===== src/rtl/stepper_sequencer_pkg.sv =====
// Shared definitions for the stepper sequencer: coil-mode encodings and the
// sequencer FSM state type.
package stepper_sequencer_pkg;

   localparam logic [1:0] MODE_WAVE = 2'b00;
   localparam logic [1:0] MODE_FULL = 2'b01;
   localparam logic [1:0] MODE_HALF = 2'b10;
   localparam logic [1:0] MODE_RSVD = 2'b11;

   typedef enum logic [1:0] {
      ST_IDLE = 2'd0,
      ST_RUN  = 2'd1,
      ST_FIN  = 2'd2
   } state_t;

endpackage


===== src/rtl/stepper_sequencer_phase_pattern.sv =====
// Combinational coil pattern for a phase index (0..2*PHASES-1) and a drive mode.
// The reserved mode yields no coils; it never steps, so the held pattern is kept.
module stepper_phase_pattern #(
   parameter int unsigned PHASES = 4,
   parameter int unsigned IDX_W  = $clog2(2 * PHASES)
) (
   input  logic [IDX_W-1:0]  i_idx,
   input  logic [1:0]        i_mode,
   output logic [PHASES-1:0] o_pattern
);
   import stepper_sequencer_pkg::*;

   logic [IDX_W-1:0]  w_a;
   logic [IDX_W-1:0]  w_b;
   logic [PHASES-1:0] w_bit_a;
   logic [PHASES-1:0] w_bit_b;

   // Odd half-step indices energise the same coil pair as full mode at idx>>1.
   always_comb begin
      w_a       = i_idx >> 1;
      w_b       = (w_a == IDX_W'(PHASES - 1)) ? '0 : w_a + IDX_W'(1);
      w_bit_a   = PHASES'(1) << w_a;
      w_bit_b   = PHASES'(1) << w_b;
      o_pattern = '0;
      case (i_mode)
         MODE_WAVE: o_pattern = w_bit_a;
         MODE_FULL: o_pattern = w_bit_a | w_bit_b;
         MODE_HALF: o_pattern = i_idx[0] ? (w_bit_a | w_bit_b) : w_bit_a;
         default:   o_pattern = '0;
      endcase
   end

endmodule


===== src/rtl/stepper_sequencer.sv =====
// Stepper motor move sequencer: accepts a move command, issues timed steps,
// tracks a signed position and drives registered coil patterns.
module stepper_sequencer #(
   parameter int unsigned PHASES = 4,
   parameter int unsigned DIV_W  = 16,
   parameter int unsigned STEP_W = 16,
   parameter int unsigned POS_W  = 32
) (
   input  logic              system1000,
   input  logic              system1000_rstn,
   input  logic              en,
   input  logic              cmd_valid,
   output logic              cmd_ready,
   input  logic              cmd_dir,
   input  logic [1:0]        cmd_mode,
   input  logic [STEP_W-1:0] cmd_steps,
   input  logic [DIV_W-1:0]  cmd_period,
   input  logic              abort,
   output logic [PHASES-1:0] coils,
   output logic [POS_W-1:0]  position,
   output logic              busy,
   output logic              done
);
   import stepper_sequencer_pkg::*;

   localparam int unsigned NIDX  = 2 * PHASES;
   localparam int unsigned IDX_W = $clog2(NIDX);

   state_t            r_state;
   state_t            w_state_next;
   logic              r_dir;
   logic [1:0]        r_mode;
   logic [STEP_W-1:0] r_remaining;
   logic [DIV_W-1:0]  r_period;
   logic [DIV_W-1:0]  r_div;
   logic [IDX_W-1:0]  r_idx;
   logic [IDX_W-1:0]  w_idx_next;
   logic [IDX_W:0]    w_stride;
   logic [IDX_W:0]    w_wide;
   logic [POS_W-1:0]  r_pos;
   logic [PHASES-1:0] r_pat;
   logic [PHASES-1:0] r_coils;
   logic [PHASES-1:0] w_pattern;
   logic [PHASES-1:0] w_pat_hold;
   logic              w_accept;
   logic              w_zero_move;
   logic              w_tick;
   logic              w_last;

   assign w_accept    = cmd_valid && (r_state == ST_IDLE);
   assign w_zero_move = (cmd_steps == '0) || (cmd_mode == MODE_RSVD);
   assign w_tick      = (r_state == ST_RUN) && !abort && (r_div == r_period - DIV_W'(1));
   assign w_last      = (r_remaining == STEP_W'(1));

   always_comb begin
      w_state_next = r_state;
      cmd_ready    = 1'b0;
      busy         = 1'b0;
      done         = 1'b0;
      case (r_state)
         ST_IDLE: begin
            cmd_ready = 1'b1;
            if (w_accept) w_state_next = w_zero_move ? ST_FIN : ST_RUN;
         end
         ST_RUN: begin
            busy = 1'b1;
            if (abort || (w_tick && w_last)) w_state_next = ST_FIN;
         end
         ST_FIN: begin
            done         = 1'b1;
            w_state_next = ST_IDLE;
         end
         default: w_state_next = ST_IDLE;
      endcase
   end

   // Modulo-2*PHASES stepping done one bit wider so non-power-of-two rings wrap.
   always_comb begin
      w_stride = (r_mode == MODE_HALF) ? (IDX_W+1)'(1) : (IDX_W+1)'(2);
      if (r_dir) w_wide = {1'b0, r_idx} + w_stride;
      else       w_wide = {1'b0, r_idx} + (IDX_W+1)'(NIDX) - w_stride;
      if (w_wide >= (IDX_W+1)'(NIDX)) w_wide = w_wide - (IDX_W+1)'(NIDX);
      w_idx_next = w_wide[IDX_W-1:0];
   end

   stepper_phase_pattern #(
      .PHASES (PHASES),
      .IDX_W  (IDX_W)
   ) u_pattern (
      .i_idx     (w_idx_next),
      .i_mode    (r_mode),
      .o_pattern (w_pattern)
   );

   assign w_pat_hold = w_tick ? w_pattern : r_pat;

   always_ff @(posedge system1000 or negedge system1000_rstn) begin
      if (!system1000_rstn) r_state <= ST_IDLE;
      else                  r_state <= w_state_next;
   end

   always_ff @(posedge system1000 or negedge system1000_rstn) begin
      if (!system1000_rstn) begin
         r_dir       <= 1'b0;
         r_mode      <= MODE_WAVE;
         r_remaining <= '0;
         r_period    <= DIV_W'(1);
         r_div       <= '0;
         r_idx       <= '0;
         r_pos       <= '0;
         r_pat       <= '0;
         r_coils     <= '0;
      end else begin
         r_pat   <= w_pat_hold;
         r_coils <= en ? w_pat_hold : '0;
         if (w_accept) begin
            r_dir       <= cmd_dir;
            r_mode      <= cmd_mode;
            r_remaining <= cmd_steps;
            r_period    <= (cmd_period == '0) ? DIV_W'(1) : cmd_period;
            r_div       <= '0;
         end else if (w_tick) begin
            r_div       <= '0;
            r_remaining <= r_remaining - STEP_W'(1);
            r_idx       <= w_idx_next;
            r_pos       <= r_dir ? r_pos + POS_W'(1) : r_pos - POS_W'(1);
         end else if (r_state == ST_RUN) begin
            r_div <= r_div + DIV_W'(1);
         end
      end
   end

   assign coils    = r_coils;
   assign position = r_pos;

endmodule


===== config.mk =====
export PLATFORM = sky130hd
export DESIGN_NAME = stepper_sequencer
export DESIGN_NICKNAME = d
export VERILOG_FILES = /design/src/rtl/stepper_sequencer_pkg.sv /design/src/rtl/stepper_sequencer_phase_pattern.sv /design/src/rtl/stepper_sequencer.sv
export SDC_FILE = /design/constraint.sdc
export NUM_CORES = 1
export LEC_CHECK = 0
export CAP_MARGIN = 5
export CORE_AREA = 2 2 123 125
export CTS_CLUSTER_SIZE = 40
export DETAILED_ROUTE_END_ITERATION = 10
export DIE_AREA = 0 0 125 127
export GPL_ROUTABILITY_DRIVEN = 0
export HOLD_SLACK_MARGIN = 0.15
export PLACE_DENSITY = 0.77
export SLEW_MARGIN = 20
export SYNTH_ARGS = -nofsm -noshare
export SYNTH_HDL_FRONTEND = slang
export SYNTH_SLANG_ARGS = --single-unit

===== constraint.sdc =====
create_clock -name system1000 -period 6 [get_ports system1000]
set_clock_uncertainty 0.2 [all_clocks]
set_input_delay 1.2 -clock system1000 [delete_from_list [all_inputs] [get_ports system1000]]
set_output_delay 1.2 -clock system1000 [all_outputs]
set_load 0.02 [all_outputs]

# Word-level counts from Yosys, hierarchy flattened
# Cells that the tools add are included.
[classes]
bitwise_logic = 2
shift = 2
add_sub_neg = 10
reduce_logical = 15
n_lt_le_gt_ge = 1
n_eq_ne = 10
mux = 22
[op_table]
columns = ["operator", "count"]
rows = [
  ["$mux 16", 6],
  ["$add 32x1->32 const B", 1],
  ["$logic_not 16->1", 2],
  ["$mux 32", 1],
  ["$sub 16x1->16 const B", 2],
  ["$sub 32x1->32 const B", 1],
  ["$add 16x1->16 const B", 1],
  ["$eq 16x1->1 const B", 1],
  ["$eq 16x16->1", 1],
  ["$mux 4", 4],
  ["$pmux 4 s3", 1],
  ["$eq 2x2->1 const B", 4],
  ["$mux 2", 4],
  ["$mux 3", 2],
  ["$add 3x2->4", 1],
  ["$add 3x4->4 const B", 1],
  ["$eq 2x1->1 const B", 2],
  ["$ge 4x4->1 const B", 1],
  ["$logic_and 1x1->1", 4],
  ["$logic_not 2->1", 2],
  ["$ne 2x2->1 const B", 2],
  ["$or 4x4->4", 1],
  ["$pmux 2 s2", 1],
  ["$reduce_and 2->1", 2],
  ["11 further kinds", 14],
]
[totals]
regBits = 96
inputBits = 40
output_inout_bits = 39
elab_cells = 72

# Depth between registers and ports, before layout
# Gate-level depths: netlist (run 1).
[logic_depth]
depth_word = 14
depth_mapped = 15
ltp_nobuf = 15

# Cells and area by module
# A second synthesis (run 1) with hierarchy kept.
[unflattened]
cells_unflattened = 734
hier_area_um2 = 6374.9
[by_module_without_submodules]
columns = ["mod", "area_each_um2", "instances", "cells_each", "seq_area_each_um2"]
rows = [
  ["stepper_sequencer", 6199.7, 1, 711, 2403.6],
  ["stepper_phase_pattern", 175.2, 1, 23, 0.0],
]

# Worst setup path before layout (run 1)
# Ideal clock, no wire load.
[synth_timing]
kind = "register to register"
start = "reg r_dir"
end = "reg r_pos[31] (netlist: position[31])"
synth_period_minus_slack_ns = 3.582
required_ns = 5.721
path_buffers = 0
arrival_ns = 3.302
setup_slack_ns = 2.418
setup_ns = 0.079
path_stages_with_launch = 12
cell_sequence = "dfrtp_1 inv_1 ha_1 a21o_1 a2111oi_0 a21oi_1 o21a_1 o21ai_0 a311oi_1 or3_1 a21oi_1 xor2_1"
[synth_via]
elab_chain_len = 1
[synth_lines]
columns = ["item", "line", "rtl"]
rows = [
  ["start, declared", "stepper_sequencer.sv:31", "logic r_dir;"],
  ["start signal, assigned", "stepper_sequencer.sv:117", "r_dir <= cmd_dir;"],
  ["$mux 32", "stepper_sequencer.sv:126", "r_pos <= r_dir ? r_pos + POS_W'(1) : r_pos - POS_W'(1);"],
  ["end signal, assigned", "stepper_sequencer.sv:126", ""],
  ["end, declared", "stepper_sequencer.sv:40", "logic [POS_W-1:0] r_pos;"],
]
# No other way between the ends.
# A chain may end at the register's enable or synchronous reset.

# Worst setup path after layout (run 1)
[layout_timing]
start = "reg r_period[0]"
end = "reg r_remaining[14]"
[layout_via]
elab_chain_len = 4
[layout_lines]
columns = ["item", "line", "rtl"]
rows = [
  ["start, declared", "stepper_sequencer.sv:34", "logic [DIV_W-1:0] r_period;"],
  ["start signal, assigned", "stepper_sequencer.sv:120", "r_period <= (cmd_period == '0) ? DIV_W'(1) : cmd_period;"],
  ["$sub 16x1->16", "stepper_sequencer.sv:52", "assign w_tick = (r_state == ST_RUN) && !abort && (r_div == r_period - DIV_W'(1));"],
  ["$eq 16x16->1", "stepper_sequencer.sv:52", ""],
  ["$logic_and 1x1->1", "stepper_sequencer.sv:52", ""],
  ["$reduce_bool 2->1 (no line)", "--", ""],
  ["end signal, assigned", "stepper_sequencer.sv:119", "r_remaining <= cmd_steps;"],
  ["end signal, assigned", "stepper_sequencer.sv:124", "r_remaining <= r_remaining - STEP_W'(1);"],
  ["end, declared", "stepper_sequencer.sv:33", "logic [STEP_W-1:0] r_remaining;"],
]
# No other way between the ends.

==> results of run 1 <==
-- synthesized netlist by cell type, types with 8 or more instances --
cell type	number	area, µm²
sky130_fd_sc_hd__nand3_1	18	90.1
sky130_fd_sc_hd__nor3_1	22	110
sky130_fd_sc_hd__a21o_1	18	135
sky130_fd_sc_hd__ha_1	42	526
sky130_fd_sc_hd__nor2_1	50	188
sky130_fd_sc_hd__and2_1	11	68.8
sky130_fd_sc_hd__xor2_1	27	236
sky130_fd_sc_hd__clkbuf_1	18	67.6
sky130_fd_sc_hd__or3_1	8	50.1
sky130_fd_sc_hd__inv_1	20	75.1
sky130_fd_sc_hd__dfrtp_1	95	2380
sky130_fd_sc_hd__xnor2_1	47	412
sky130_fd_sc_hd__o21ai_0	66	330
sky130_fd_sc_hd__nand2_1	123	462
sky130_fd_sc_hd__a21oi_1	34	170
sky130_fd_sc_hd__nor4_1	16	100
sky130_fd_sc_hd__nor2b_1	8	50.1
-- through the flow --
step | cell area, µm² | cells
finish | 7730 | 999
global route | 7730 | 999
CTS | 7730 | 999
detailed placement | 7400 | 983
global placement | 7400 | 983
floorplan | 6470 | 741
-- sequential cells by signal (all words and copies together) (netlist names) --
name,count
r_div,16
r_pat,4
r_dir,1
r_remaining,16
coils,4
position,32
r_mode,2
r_idx,3
r_period,16
r_state,2
-- power groups by stage --
stage / clock [mW] / sequential, mW / combinational [mW]
floorplan: 0 / 0.920 / 0.996
global placement: 0 / 0.954 / 1.25
detailed placement: 0 / 0.960 / 1.29
CTS: 0.655 / 0.950 / 1.30
global route: 0.682 / 0.979 / 1.46
finish: 0.648 / 0.954 / 1.30
-- routing by layer --
metal / part of all wire, % / global-route usage [%] / vias up
met5: 0 / 0 / -
met4: 1.9 / 6.80 / 0
met3: 4.7 / 4.06 / 22
met2: 47 / 32.8 / 131
met1: 47 / 26.8 / 2658
li1: - / - / 2778
-- cell families (layout without fill, tap and decap cells) --
logic type,after synthesis,after routing,synth area share [%]
adder cells (fa/ha/maj),45,45,9.04
XOR/XNOR,74,74,10.0
flip-flops,96,96,37.1
multiplexers,7,7,1.16
AND/OR/NAND/NOR,303,303,23.1
AO/OA/AOI/OAI,171,171,16.5
buffers and inverters,45,119,3.01
-- layout make-up --
cell class,count,area (µm²),area share [%]
clock buffers,11,243,3.14
multi-input cells,600,3880,50.1
flip-flops and latches,96,2400,31.1
well taps,184,230,2.98
clock inverters,5,88.8,1.15
repair buffers,83,816,10.5
inverters,20,75.1,0.971
-- worst paths after layout --
path | from | slack, ps | cells past startpoint | end
worst max-delay path | r_period[0] | 1750 | 12 | r_remaining[14]
worst min-delay path | position[31] | 280 | 1 | position[31]
worst max register to register | r_period[0] | 1750 | 12 | r_remaining[14]
worst min register to register | position[31] | 280 | 1 | position[31]
max in group asynchronous | system1000_rstn | 3890 | 2 | r_period[11]
min in group asynchronous | system1000_rstn | 700 | 1 | position[7]
==> key figures, run 1 <==
Status
  – Status: finished clean

STA
  – FMAX: 0.235 GHz
  – Count of endpoints failing hold in the final timing report: 0
  – Slew of the pin with the lowest slew margin: 808 ps
  – Final setup margin: 1750 ps
  – Aggregate negative setup slack: 0 ps
  – Number of pins with negative max-slew slack in the final report: 0
  – Worst hold slack after final layout: 283 ps
  – Number of endpoints failing setup at the final stage: 0
  – RSZ-0062 raised after global routing: no
  – Min Tclk post-route: 4250 ps
  – Headroom to the max-slew limit: 45.4%
  – Portion of the clock cycle consumed by the worst path in the final layout: 70.9%

Power and ir drop
  – Portion of total power attributed to combinational logic: 44.9%
  – Switch share: 41.1%
  – Leak pwr: 3.49 nW
  – Sequential power share: 32.8%
  – Clock power share: 22.3%
  – Max rail drop VDD: 0.000167 V
  – Pwr/cell area: 376 nW/µm²
  – Internal power of the cells: 1.71 mW
  – Sum of internal, switching and leakage power: 2.91 mW
  – Net switching component of the power: 1.19 mW

CTS
  – Max Root-Sink Buffers: 2
  – Clock latency of the later-clocked register in the worst-skew pair: 350 ps
  – Post-cts resize count: 0
  – Clock Tree Root: sky130_fd_sc_hd__clkbuf_16
  – Clock slew at the register clock pins of the worst setup and hold paths: 70 ps
  – H-tree level count: 3
  – Clock tree from TritonCTS: built
  – Hold buffer count at CTS: 0
  – Clock net sink count: 96
  – Post-CTS setup-driven buffer insertion count: 0
  – Number of buffers inserted during clock tree synthesis: 9

Global route
  – Total overflow reported by the global router: 0
  – Global-route wire length before repair: 26.0 mm
  – Maximum number of pins on one net before global-route repair: 67
  – Via count of the first global-routing pass: 5,327
  – Global Route Usage Sum: 20.0%
  – Antenna violations before repair: 0

Critical path
  – Worst Setup End Kind: flip-flop
  – Crit-path leading delay family: simple AND/OR/NAND/NOR gates
  – Cell at the slowest stage of the critical path: sky130_fd_sc_hd__nor4b_1
  – Startpoint kind of the worst setup timing path: flip-flop
  – Worst-path fanout max: 66
  – Cell chain of the critical path: inv_1 > ha_1 > nor4b_1 > a31oi_1 > a22o_1 > a21oi_1 > a41oi_1 > or4_2 > buf_4 > nand2_2 > o21ai_0 > a221o_1
  – Number of buffer and inverter instances along the worst setup path: 2
  – Maximum single-stage delay on the critical path: 690 ps
  – Setup Crit Path Kind: flip-flop to flip-flop
  – Arrival @ worst endpoint: 4300 ps
  – Req. time, crit path: 6050 ps

Synthesis
  – Unique cell type count in the Yosys netlist: 66
  – Post-synthesis average cell area: 8.74 µm²
  – Syn_nets: 826
  – Number of synthesized flops with an enable pin: 0
  – #FFs+latches synth: 96
  – Syn Std Cell Area: 6470 µm²
  – Sequential-to-total area share from yosys stat: 37.1%
  – Number of instances in the synthesized netlist: 741
  – Synth Flop Type: sky130_fd_sc_hd__dfrtp_1
  – Async SR Flop Fraction: 100%
  – Count of warnings emitted by yosys: 0

Final layout
  – # nets final: 895
  – Number of filler instances in the final layout: 1,317
  – Final core utilization: 53.6%
  – Most common cell after layout, fill and taps aside: sky130_fd_sc_hd__nand2_1
  – Commonest non-fill, non-tap cells in the layout: sky130_fd_sc_hd__nand2_1 (123), sky130_fd_sc_hd__dfrtp_1 (95), sky130_fd_sc_hd__clkdlybuf4s50_1 (77), sky130_fd_sc_hd__o21ai_0 (66), sky130_fd_sc_hd__nor2_1 (50)
  – Synth-to-layout area growth: 19.4%
  – Ratio of cells with drive above 1 in the final layout: 4.79%
  – Number of antenna repair diodes: 0

Routing
  – Post-detailed-route count of antenna-violating nets: 0
  – Aggregate routed wire length: 15.6 mm
  – Violation count after the first detailed-route iteration: 383
  – Detail-routed net length per standard cell: 15.7 µm
  – Initial DRT Pass Iterations: 7
  – Routed via count divided by cell count: 5.59
  – Routed vias: 5,589
  – DR DRC count: 0

Placed design
  – Placed wire-length estimate: 11.3 mm
  – Pre-CTS worst setup slack: 1750 ps
  – Number of port buffers: 78

Die
  – Total die area: 15,900 µm²
  – Chip Width: 125 µm
  – Die span in y: 127 µm
  – Initial Utilization: 44.9%
  – Standard cell core area: 14,400 µm²
  – Standard-cell row count: 44
  – I/O pin count: 79

Run
  – Number of maximum-capacitance constraint violations: 0

Worst hold path
  – Hold Path Class: flip-flop to flip-flop
(Power assumes the default switching activity.)
==> inputs of run 2 (changes only) <==
clock period = 4.35 ns   (was 6 ns; I/O delays follow)
==> run 2 against run 1 <==
  * Cell area rose by 0.92%
  * Core utilization rose by 0.49 points
  * Power rose by 39%
  * Critical path type unchanged
  * Clock power rose by 44%
  * Cell count rose by 0.50%
  * Largest cell class unchanged
  * Via count rose by 0.57%
==> key figures, run 2 (synthesis gave the netlist of run 1 again) <==
STA
  – Headroom to the max-slew limit: 39.9%
  – Number of endpoints failing setup at the final stage: 0
  – Min Tclk post-route: 3950 ps
  – Slew of the pin with the lowest slew margin: 901 ps
  – Portion of the clock cycle consumed by the worst path in the final layout: 90.9%
  – Aggregate negative setup slack: 0 ps
  – FMAX: 0.253 GHz
  – Number of pins with negative max-slew slack in the final report: 0
  – RSZ-0062 raised after global routing: no
  – Count of endpoints failing hold in the final timing report: 0

Global route
  – Maximum number of pins on one net before global-route repair: 54
  – Global-route wire length before repair: 25.9 mm
  – Global Route Usage Sum: 20.0%
  – Antenna violations before repair: 0
  – Total overflow reported by the global router: 0
  – Via count of the first global-routing pass: 5,460

Final layout
  – Commonest non-fill, non-tap cells in the layout: sky130_fd_sc_hd__nand2_1 (123), sky130_fd_sc_hd__dfrtp_1 (95), sky130_fd_sc_hd__clkdlybuf4s50_1 (77), sky130_fd_sc_hd__o21ai_0 (66), sky130_fd_sc_hd__nor2_1 (50)
  – Final core utilization: 54.1%
  – Synth-to-layout area growth: 20.5%
  – Most common cell after layout, fill and taps aside: sky130_fd_sc_hd__nand2_1
  – Ratio of cells with drive above 1 in the final layout: 5.61%
  – Number of filler instances in the final layout: 1,330
  – Number of antenna repair diodes: 0
  – Number of flip-flops in the largest register: 32
  – # nets final: 900

Power and ir drop
  – Leak pwr: 3.52 nW
  – Pwr/cell area: 518 nW/µm²
  – Switch share: 40.6%
  – Net switching component of the power: 1.64 mW
  – Sum of internal, switching and leakage power: 4.05 mW
  – Internal power of the cells: 2.40 mW
  – Sequential power share: 32.7%
  – Clock power share: 23.1%
  – Portion of total power attributed to combinational logic: 44.2%
  – Max rail drop VDD: 0.000223 V

Critical path
  – Arrival @ worst endpoint: 3950 ps
  – Req. time, crit path: 4350 ps
  – Reg-to-reg critical path startpoint: r_period[1]
  – Startpoint kind of the worst setup timing path: flip-flop
  – Endpoint of the lowest-slack register-to-register path: r_remaining[12]
  – Worst setup startpoint: r_period[1]
  – Worst-path fanout max: 32
  – Number of cells traversed by the worst register-to-register path: 11
  – Register-to-register path setup slack: 400 ps
  – Worst Setup End Kind: flip-flop
  – Setup Crit Path Kind: flip-flop to flip-flop

Routing
  – Violation count after the first detailed-route iteration: 361
  – Initial DRT Pass Iterations: 4
  – Routed vias: 5,621
  – Detailed-routed wire length on met2: 7.42 mm
  – Routed via count divided by cell count: 5.60
  – Detail-routed net length per standard cell: 15.5 µm
  – DR DRC count: 0
  – Highest Signal Layer: met4
  – Routed length on met1: 7.24 mm
  – Post-detailed-route count of antenna-violating nets: 0
  – Met3 Wirelength: 636 µm
  – Aggregate routed wire length: 15.6 mm

Die
  – Standard cell core area: 14,400 µm²
  – Initial Utilization: 44.9%
  – Total die area: 15,900 µm²
  – I/O pin count: 79
  – Standard-cell row count: 44
  – Die span in y: 127 µm
  – Chip Width: 125 µm

Worst hold path
  – Hold path depth: 2
  – Worst Hold Path EP: r_pat[1]
  – Startpoint of the tightest hold check path: r_pat[1]
  – Hold Path Class: flip-flop to flip-flop

Placed design
  – Placed wire-length estimate: 11.4 mm
  – Number of port buffers: 78

Run
  – Number of maximum-capacitance constraint violations: 0

CTS
  – H-tree level count: 3
  – Post-CTS setup-driven buffer insertion count: 0
  – Max Root-Sink Buffers: 2
  – Clock slew at the register clock pins of the worst setup and hold paths: 70 ps
  – Clock net sink count: 96
  – Post-cts resize count: 0
  – Hold buffer count at CTS: 0
  – Number of buffers inserted during clock tree synthesis: 9
  – Clock Tree Root: sky130_fd_sc_hd__clkbuf_16
  – Clock latency of the later-clocked register in the worst-skew pair: 360 ps
  – Clock tree from TritonCTS: built

Status
  – Status: finished clean
-- run 2: cell count changes in the layout (fill, tap and decap cells not counted), sizes merged --
cell,change
inv,-2
clkinvlp,+1
bufinv,+1
clkinv,+2
clkbuf,-2
buf,+5
-- run 2: area by class of cell --
type | count | area, µm² | area share (%)
clock inverters | 7 | 120 | 1.54
inverters | 20 | 75.1 | 0.962
well taps | 184 | 230 | 2.95
multi-input cells | 600 | 3880 | 49.8
flip-flops and latches | 96 | 2400 | 30.8
repair buffers | 88 | 866 | 11.1
clock buffers | 9 | 225 | 2.89
-- run 2: worst max path at each step --
stage,endpoint,slack (ps),cells past startpoint
after CTS,r_remaining[12],340,11
after global routing,r_remaining[12],100,11
after global placement,r_remaining[12],450,11
after floorplan,position[31],770,11
final,r_remaining[12],400,11
after detailed placement,r_remaining[14],350,11
-- run 2: routing by layer --
layer | global-route usage [%] | vias up
li1 | - | 2787
met1 | 25.9 | 2694
met2 | 34.0 | 120
met3 | 3.60 | 20
met4 | 6.60 | 0
met5 | 0 | -
-- run 2: worst max-delay path: stages (launching register included) --
cell	delay [ps]
sky130_fd_sc_hd__dfrtp_1	390
sky130_fd_sc_hd__inv_1	80
sky130_fd_sc_hd__ha_1	250
sky130_fd_sc_hd__or4b_4	550
sky130_fd_sc_hd__nor4b_4	280
sky130_fd_sc_hd__xnor2_1	140
sky130_fd_sc_hd__nor4_1	320
sky130_fd_sc_hd__nand3_1	100
sky130_fd_sc_hd__or4_2	910
sky130_fd_sc_hd__nor3_1	340
sky130_fd_sc_hd__xnor2_1	150
sky130_fd_sc_hd__o21ai_0	80
-- run 2: power groups by stage --
| stage | Combinational [mW] | Sequential [mW] | Clock (mW) |
|---|---|---|---|
| global route | 2.00 | 1.35 | 0.989 |
| detailed placement | 1.77 | 1.33 | 0 |
| finish | 1.79 | 1.32 | 0.934 |
| floorplan | 1.37 | 1.27 | 0 |
| CTS | 1.78 | 1.31 | 0.950 |
| global placement | 1.74 | 1.32 | 0 |
-- run 2: through the flow --
| step | setup slack (ps) | hold slack [ps] | std cells | cell area, µm² |
|---|---|---|---|---|
| 4_1_cts | 344 | 304 | 1004 | 7800 |
| 2_1_floorplan | 768 | 246 | 741 | 6470 |
| 3_5_place_dp | 350 | 279 | 988 | 7450 |
| 6_report | 397 | 296 | 1004 | 7800 |
| 3_3_place_gp | 450 | 275 | 988 | 7450 |
| 5_1_grt | 96.9 | 322 | 1004 | 7800 |
==> inputs of run 3 (changes only) <==
ABC_CLOCK_PERIOD_IN_PS = 4350   (was unset)
HOLD_SLACK_MARGIN = unset   (was 0.15)
PLACE_DENSITY = 0.76   (was 0.77)
SYNTH_HIERARCHICAL = 1   (was unset)
==> run 3 against run 2 <==
  * Die area stayed put
  * Highest routed layer unchanged
  * Synthesized cell count down 0.94%
  * Sequential share of layout area increased by 0.47 points
  * Cell count decreased by 1.0%
  * Clock power decreased by 2%
==> key figures, run 3 <==
Status
  – Status: finished clean

Synthesis
  – Syn Std Cell Area: 6370 µm²
  – Count of warnings emitted by yosys: 6
  – #FFs+latches synth: 96
  – Simple-gate share of the synthesized area: 22.4%
  – Syn_nets: 818
  – Number of instances in the synthesized netlist: 734
  – Main combinational cell family by area after synthesis: simple AND/OR/NAND/NOR gates
  – Fraction of synthesized area in multiplexers: 1.83%
  – Share of the synthesized area in compound gates (AO/OA/AOI/OAI): 16.4%
  – Most numerous cell types in the synthesized netlist: sky130_fd_sc_hd__nand2_1 (115), sky130_fd_sc_hd__dfrtp_1 (95), sky130_fd_sc_hd__o21ai_0 (67)
  – Async SR Flop Fraction: 100%
  – Fraction of synthesized cell area taken by the top area cell type: 37.3%
  – Largest area contributor in the netlist: sky130_fd_sc_hd__dfrtp_1
  – Most area-consuming cells after synthesis: sky130_fd_sc_hd__dfrtp_1 (37%), sky130_fd_sc_hd__ha_1 (8.0%), sky130_fd_sc_hd__nand2_1 (6.8%)
  – Post-synthesis average cell area: 8.69 µm²
  – Synth Flop Type: sky130_fd_sc_hd__dfrtp_1
  – Cell with the most instances after synthesis: sky130_fd_sc_hd__nand2_1
  – Fraction of synthesized cell area in xor and xnor cells: 9.48%
  – Number of synthesized flops with an enable pin: 0
  – Sequential-to-total area share from yosys stat: 37.7%
  – Arithmetic-cell share of the synthesized area counting full adders, half adders and majority gates: 8.99%
  – Unique cell type count in the Yosys netlist: 60

STA
  – Final setup margin: 307 ps
  – Count of endpoints failing hold in the final timing report: 0
  – RSZ-0062 raised after global routing: no
  – FMAX: 0.247 GHz
  – Number of endpoints failing setup at the final stage: 0
  – Headroom to the max-slew limit: 58.2%
  – Portion of the clock cycle consumed by the worst path in the final layout: 92.9%
  – Number of pins with negative max-slew slack in the final report: 0
  – Min Tclk post-route: 4040 ps
  – Aggregate negative setup slack: 0 ps
  – Slew of the pin with the lowest slew margin: 626 ps

Critical path
  – Library cell appearing most often on the critical path: sky130_fd_sc_hd__mux2i_1
  – Reg-to-reg critical path startpoint: r_period[1]
  – Worst Setup End Kind: flip-flop
  – Number of buffer and inverter instances along the worst setup path: 1
  – Maximum single-stage delay on the critical path: 710 ps
  – Register-to-register path setup slack: 310 ps
  – Startpoint kind of the worst setup timing path: flip-flop
  – Worst-path fanout max: 8
  – Crit-path leading delay family: simple AND/OR/NAND/NOR gates
  – Endpoint of the lowest-slack register-to-register path: r_remaining[7]
  – Req. time, crit path: 4420 ps
  – Arrival @ worst endpoint: 4110 ps
  – Number of cells traversed by the worst register-to-register path: 11
  – Setup Crit Path Kind: flip-flop to flip-flop
  – Cell chain of the critical path: inv_1 > ha_1 > or4b_4 > nor3_1 > mux2i_1 > mux2i_1 > nand4b_1 > or4_2 > or2_1 > or3_1 > a31oi_1
  – Worst setup startpoint: r_period[1]
  – Cell at the slowest stage of the critical path: sky130_fd_sc_hd__or4_2

CTS
  – Number of buffers inserted during clock tree synthesis: 9
  – Clock Tree Root: sky130_fd_sc_hd__clkbuf_16
  – Post-cts resize count: 0
  – Max Root-Sink Buffers: 2
  – Clock net sink count: 96
  – Clock tree from TritonCTS: built
  – Clock slew at the register clock pins of the worst setup and hold paths: 70 ps
  – Hold buffer count at CTS: 0
  – H-tree level count: 3
  – Clock latency of the later-clocked register in the worst-skew pair: 350 ps
  – Post-CTS setup-driven buffer insertion count: 0

Final layout
  – Number of flip-flops in the largest register: 32
  – Most common cell after layout, fill and taps aside: sky130_fd_sc_hd__nand2_1
  – # nets final: 890
  – Final core utilization: 53.3%
  – Post-Layout Cell Count: 994
  – Final Cell Area: 7690 µm²
  – Commonest non-fill, non-tap cells in the layout: sky130_fd_sc_hd__nand2_1 (115), sky130_fd_sc_hd__dfrtp_1 (95), sky130_fd_sc_hd__clkdlybuf4s50_1 (77), sky130_fd_sc_hd__o21ai_0 (67), sky130_fd_sc_hd__nor2_1 (55)
  – Synth-to-layout area growth: 20.6%
  – Number of filler instances in the final layout: 1,317
  – Ratio of cells with drive above 1 in the final layout: 5.19%
  – Number of antenna repair diodes: 0
  – Register cell area after layout: 2400 µm²
  – Area taken by multi-input logic gates: 3770 µm²

Routing
  – DR DRC count: 0
  – Routed via count divided by cell count: 5.47
  – Aggregate routed wire length: 14.8 mm
  – Detail-routed net length per standard cell: 14.9 µm
  – Routed vias: 5,442
  – Violation count after the first detailed-route iteration: 314
  – Initial DRT Pass Iterations: 5
  – Post-detailed-route count of antenna-violating nets: 0

Power and ir drop
  – Max rail drop VDD: 0.000250 V
  – Leak pwr: 3.48 nW
  – Pwr/cell area: 516 nW/µm²

Die
  – Chip Width: 125 µm
  – Total die area: 15,900 µm²
  – I/O pin count: 79
  – Initial Utilization: 44.2%
  – Die span in y: 127 µm
  – Standard cell core area: 14,400 µm²
  – Standard-cell row count: 44

Placed design
  – Cell area after placement: 7350 µm²
  – Count of placed standard cells including taps: 979
  – Pre-CTS worst setup slack: 396 ps
  – Number of port buffers: 78
  – Placed wire-length estimate: 10.9 mm

Global route
  – Maximum number of pins on one net before global-route repair: 51
  – Global Route Usage Sum: 19.3%
  – Global-route wire length before repair: 25.3 mm
  – Via count of the first global-routing pass: 5,263
  – Antenna violations before repair: 0
  – Total overflow reported by the global router: 0

Run
  – Number of maximum-capacitance constraint violations: 0

Worst hold path
  – Hold Path Class: input pin to asynchronous set/reset pin
## run 3: changes by cell type in the layout (fill, tap and decap cells not counted), sizes merged, moves of 5 or more
cell / before / now
nand2: 124 / 115
xor2: 27 / 34
and2: 11 / 6
xnor2: 47 / 35
nor4: 18 / 13
and3: 5 / 11
a211oi: 2 / 9
nor2: 50 / 55
or4: 5 / 10
## run 3: stage by stage
stage | hold WS (ps) | power, mW
after floorplan | 261 | 2.59
after global placement | 277 | 3.00
after detailed placement | 286 | 3.04
after CTS | 270 | 3.98
after global routing | 286 | 4.27
final | 260 | 3.97
## run 3: where the power goes
| group | internal (mW) | switching (mW) | total (mW) |
|---|---|---|---|
| registers | 1.08 | 0.241 | 1.32 |
| clock network | 0.575 | 0.342 | 0.918 |
| logic | 0.740 | 0.988 | 1.73 |
| total | 2.40 | 1.57 | 3.97 |
## run 3: cells by family after synthesis
family                     after synthesis
and+or+nand+nor                        293
muxes                                   11
AOI/OAI and AO/OA                      170
DFF                                     96
buffers and inverters                   51
adders and majority gates               44
xor gates and xnor gates                69
## run 3: worst max path at each step
stage,endpoint,slack (ps),cells past startpoint
2_1_floorplan,position[30],360,12
3_3_place_gp,r_remaining[7],520,9
3_5_place_dp,r_remaining[7],400,11
4_1_cts,r_remaining[7],360,11
5_1_grt,r_remaining[3],30,12
6_report,r_remaining[7],310,11
## run 3: final cells by class
cell class	instances	area share (%)
Clock buffer	12	3.21
Clock inverter	3	1.17
Inverter	22	1.07
Multi-Input combinational cell	587	49.0
Sequential cell	96	31.3
Tap cell	184	2.99
Timing Repair Buffer	90	11.3
## run 3: worst register-to-register path, stage by stage, from the launching register on
cell                       delay [ps]
sky130_fd_sc_hd__dfrtp_1          400
sky130_fd_sc_hd__inv_1             90
sky130_fd_sc_hd__ha_1             260
sky130_fd_sc_hd__or4b_4           540
sky130_fd_sc_hd__nor3_1           320
sky130_fd_sc_hd__mux2i_1          130
sky130_fd_sc_hd__mux2i_1          260
sky130_fd_sc_hd__nand4b_1         190
sky130_fd_sc_hd__or4_2            710
sky130_fd_sc_hd__or2_1            370
sky130_fd_sc_hd__or3_1            330
sky130_fd_sc_hd__a31oi_1          170
## run 3: routing by layer
metal | vias up | wire [µm] | track usage (%)
met5 | - | 0 | 0
met4 | 0 | 296 | 7.25
met3 | 22 | 558 | 2.97
met2 | 145 | 6780 | 31.2
met1 | 2519 | 7180 | 26.5
li1 | 2756 | - | -
